$ cat src/rtl/bin2bcd4_seq.sv
// Sequential binary-to-BCD converter (shift-and-add-3, one bit per clock).
// Inputs above 10^DIGITS-1 saturate to all nines and raise ovf.
module bin2bcd4_seq #(
  parameter int unsigned BIN_W  = 14,
  parameter int unsigned DIGITS = 4
) (
  input  logic                  clk,
  input  logic                  rst,
  input  logic                  start,
  input  logic [BIN_W-1:0]      bin,
  output logic                  busy,
  output logic                  done,
  output logic [4*DIGITS-1:0]   bcd,
  output logic                  ovf
);

  localparam int unsigned BCD_W = 4 * DIGITS;
  localparam int unsigned CW    = $clog2(BIN_W + 1);
  localparam logic [BIN_W-1:0] MAX_VAL = BIN_W'(10 ** DIGITS - 1);
  localparam logic [BCD_W-1:0] ALL_NINES = {DIGITS{4'h9}};

  typedef enum logic [0:0] {IDLE, CONV} state_t;

  state_t               state;
  state_t               state_nxt;
  logic [BIN_W-1:0]     bin_sr;
  logic [BCD_W-1:0]     acc;
  logic [CW-1:0]        cnt;
  logic                 range_flag;
  logic                 last_shift;
  logic [BCD_W-1:0]     acc_adj;
  logic [BCD_W+BIN_W-1:0] shifted;

  assign last_shift = (cnt == CW'(BIN_W - 1));

  // Add-3 correction on every digit >= 5, then shift {acc, bin_sr} left by one
  always_comb begin
    acc_adj = acc;
    for (int unsigned i = 0; i < DIGITS; i++) begin
      if (acc[4*i +: 4] >= 4'd5)
        acc_adj[4*i +: 4] = acc[4*i +: 4] + 4'd3;
    end
    shifted = {acc_adj, bin_sr} << 1;
  end

  // State register
  always_ff @(posedge clk) begin
    if (rst) state <= IDLE;
    else     state <= state_nxt;
  end

  // Next-state logic
  always_comb begin
    state_nxt = state;
    case (state)
      IDLE:    if (start)      state_nxt = CONV;
      CONV:    if (last_shift) state_nxt = IDLE;
      default:                 state_nxt = IDLE;
    endcase
  end

  // Output decode: busy follows the registered state only
  always_comb begin
    busy = (state == CONV);
  end

  // Datapath: operand capture, shift iterations and result/flag registers
  always_ff @(posedge clk) begin
    if (rst) begin
      bin_sr     <= '0;
      acc        <= '0;
      cnt        <= '0;
      range_flag <= 1'b0;
      done       <= 1'b0;
      bcd        <= '0;
      ovf        <= 1'b0;
    end else begin
      done <= 1'b0;
      case (state)
        IDLE: begin
          if (start) begin
            bin_sr     <= bin;
            acc        <= '0;
            cnt        <= '0;
            range_flag <= (bin > MAX_VAL);
          end
        end
        CONV: begin
          acc    <= shifted[BCD_W+BIN_W-1:BIN_W];
          bin_sr <= shifted[BIN_W-1:0];
          cnt    <= cnt + 1'b1;
          if (last_shift) begin
            bcd  <= range_flag ? ALL_NINES : shifted[BCD_W+BIN_W-1:BIN_W];
            ovf  <= range_flag;
            done <= 1'b1;
          end
        end
        default: ;
      endcase
    end
  end

endmodule

$ cat config.mk
export PLATFORM = sky130hd
export DESIGN_NAME = bin2bcd4_seq
export DESIGN_NICKNAME = d
export VERILOG_FILES = /design/src/rtl/bin2bcd4_seq.sv
export SDC_FILE = /design/constraint.sdc
export NUM_CORES = 1
export LEC_CHECK = 0
export BUFFER_PORTS_ARGS = -buffer_cell sky130_fd_sc_hd__buf_2
export CORE_MARGIN = 2
export CORE_UTILIZATION = 50
export CTS_BUF_LIST = sky130_fd_sc_hd__clkbuf_4 sky130_fd_sc_hd__clkbuf_8
export CTS_CLUSTER_DIAMETER = 150
export CTS_CLUSTER_SIZE = 40
export DETAILED_ROUTE_END_ITERATION = 12
export PLACE_DENSITY = 0.74
export SETUP_SLACK_MARGIN = 0.2
export SYNTH_ARGS = -nofsm -noshare
export SYNTH_HDL_FRONTEND = slang
export SYNTH_SLANG_ARGS = --single-unit
$ cat constraint.sdc
create_clock -name clk -period 1.43 [get_ports clk]
set_input_delay 0 -clock clk [delete_from_list [all_inputs] [get_ports clk]]
set_output_delay 0 -clock clk [all_outputs]
set_load 0.01 [all_outputs]
==> summary.txt <==
Synth
  – Syn Nets: approximately 310
  – Register area share after synthesis: 43.0%
  – Yosys warns: 0
  – #FFs+latches synth: between 50 and 60
  – Area of the mapped netlist: 0.00251 sq mm
  – Top FF cell, synth: dfxtp_1
  – Yosys cell types: 37
  – Number of flops mapped to enable cells by yosys: 0
  – Async S/R FF share, synth: 0%
  – Syn avg cell area: around 8.8 sq um
  – Synth Instances: roughly 290

Clock network
  – H-tree Lvls: 2
  – Skew-Pair Late Insertion Delay: just over 0.3 ns
  – CTS clk-pin slew, worst paths: around 0.1 ns
  – Clk root buf: clkbuf_8
  – # clock sinks: 54
  – Clock tree buffer depth: 2
  – CTS tree: done
  – Num CTS Buffers: 5

STA
  – Tcrit/Tclk final: between 90 and 100%
  – Max Fclk: between 700 and 800 MHz
  – RSZ-0062 raised after global routing: yes
  – Worst setup margin: ~0.016 ns
  – Max Clock Skew: a little under 0.009 ns
  – Final slew viol count: 0
  – Final setup fails: 0
  – Normalized max-slew margin: a little under three fifths
  – Minimum clock period: about 1.4 ns
  – Worst-Margin Slew: ~0.66 ns
  – Fin. Hold Viols: 0

Placed design
  – Post-detail-place hpwl: between 3000 and 4000 microns
  – Placer Congestion: 0.827
  – Cell Area, Placed: between 0.003 and 0.004 sq mm
  – Placed cell count: roughly 380
  – Buffers added on ports: 35
  – Place WS: a little under 0.05 ns

Cells and area
  – Most common cell after layout, fill and taps aside: nor2_1
  – Final core occ: around three quarters
  – Area Growth Syn to Fin: 46.1%
  – NumNets Final: about 380
  – Diode count: 0
  – Share of post-route cells with drive strength above 1: approximately half
  – Final Non-Filler Cells: roughly 420
  – Commonest non-fill, non-tap cells in the layout: 42 x nor2_1, 40 x dfxtp_1, 35 x buf_2
  – Final instance area: about 0.0037 sq mm

Setup path
  – Startpoint Class: flip-flop
  – CP endpoint kind: flip-flop
  – Crit path kind: reg2reg
  – Critical path fanouts, max: 3
  – Critical path data required time: 1.66 ns
  – CP arrival: between 1.5 and 2 ns

Power
  – Max VDD drop: 0.601 mV
  – Leak: ~0.0014 uW
  – Pwr/cell area: between 700 and 800 mW/mm^2

Detailed routing
  – Via count: 2310
  – Vias per inst: roughly 5.6
  – DR WL/cell: approximately 16 microns
  – Antenna viol nets, final: 0
  – DRC: 0
  – Initial DRC Count: 120
  – Final WL: 6690 microns
  – First-pass iteration count of the detailed router: 4

GRT
  – GRT Util Overall: a little under a quarter
  – Largest net degree at the start of global routing: 27
  – Vias in the first global route: around 2100
  – Antenna violations before repair: 0
  – Global-route wire length before repair: 9740 microns
  – Grt total ovfl: 0

Floorplan
  – Core Footprint: around 0.0048 sq mm
  – I/O pins: 36
  – Row count: 25
  – Die Span Y: ~75 microns
  – Initial Util: 52.5%
  – Die Width: approximately 75 microns
  – Die footprint: 0.00561 sq mm

Min path
  – HP Class: in2reg

Flow run
  – Max-Cap Viols: 0

Run status
  – Status: completed
[through the flow]
step | hold slack [ns] | total power [uW] | TNS, ns
floorplan | 0.172 | 1760 | 0
global placement | 0.307 | 1830 | 0
detailed placement | 0.313 | 1830 | 0
CTS | 0.0489 | 2870 | 0
global route | 0.0828 | 2970 | -0.0824
finish | 0.0505 | 2870 | 0
[what timing repair did]
item,in CTS,in global routing
pin swaps,11,21
endpoints found under the setup margin,29,31
gates resized for setup,32,44
hold buffers,2,0
endpoints found under the hold margin,2,0
buffers inserted,11,11
[routing by layer]
| metal | vias up | part of all wire [%] | routed length (microns) | track usage [%] |
|---|---|---|---|---|
| met5 | - | 0 | 0 | 0 |
| li1 | 1127 | - | - | - |
| met4 | 0 | 1.9 | 126 | 9.92 |
| met2 | 55 | 51 | 3380 | 35.3 |
| met3 | 14 | 3.4 | 229 | 4.69 |
| met1 | 1114 | 44 | 2950 | 30.8 |
[sequential cells by signal, summed over array words and instances, names as in the netlist]
signal and cells:
acc 16, range_flag 1, cnt 4, done 1, busy 1, bin_sr 14
bcd 16, ovf 1
[worst paths after layout]
path | start | endpoint | slack [ns] | cells after the start
max | acc[4] | bcd[8] | 0.02 | 7
min | bin[2] | bin_sr[2] | 0.05 | 5
max reg2reg | acc[4] | bcd[8] | 0.02 | 7
min reg2reg | bcd[1] | bcd[1] | 0.48 | 2
[synthesized netlist by cell type (2+ instances only)]
master / instances / area share, %
buf_2: 7 / 1.4
o22ai_1: 4 / 1.0
ha_1: 10 / 5.0
nor3_1: 7 / 1.4
mux2i_1: 14 / 5.6
nand2_1: 8 / 1.2
nand3b_1: 10 / 3.0
nor2_1: 44 / 6.6
a21oi_1: 28 / 5.6
mux2_2: 4 / 1.8
nor3b_1: 7 / 2.1
nand3_1: 2 / 0.40
nand2b_1: 13 / 3.2
clkbuf_1: 9 / 1.3
nor4_1: 2 / 0.50
o32ai_1: 10 / 3.5
o21ai_1: 7 / 1.4
inv_1: 13 / 1.9
xnor2_1: 3 / 1.0
a211oi_1: 3 / 0.90
buf_4: 3 / 0.90
dfxtp_1: 54 / 43
o21ai_0: 9 / 1.8
[critical path: stages (launching register included)]
cell and delay [ns]:
dfxtp_4 0.41, inv_6 0.05, ha_4 0.16, nand2b_4 0.08
buf_6 0.10, nor3b_4 0.20, a21oi_2 0.07, a211oi_1 0.26
[power breakdown]
part           switching (uW)  internal [uW]
Combinational             157            118
Clock                     502            542
Sequential               23.0           1530
Total                     682           2190
[logic make-up (layout without fill, tap and decap cells)]
logic type | count (synthesis) | count (layout) | share of synthesized area (%)
XOR/XNOR | 3 | 3 | 1.05
AND/OR/NAND/NOR | 101 | 101 | 21.6
multiplexers | 18 | 18 | 7.37
adder cells (fa/ha/maj) | 10 | 10 | 4.98
AO/OA/AOI/OAI | 67 | 67 | 16.4
buffers and inverters | 32 | 96 | 5.58
flip-flops | 54 | 54 | 43.0
[cell type report]
type,count,area [sq um]
Clock inverter,2,37.5
Multi-Input combinational cell,199,1780
Inverter,13,71.3
Sequential cell,54,1110
Fill cell,317,1120
Timing Repair Buffer,75,510
Clock buffer,6,76.3
Tap cell,67,83.8
No activity file was read; power rests on OpenSTA's default activity.
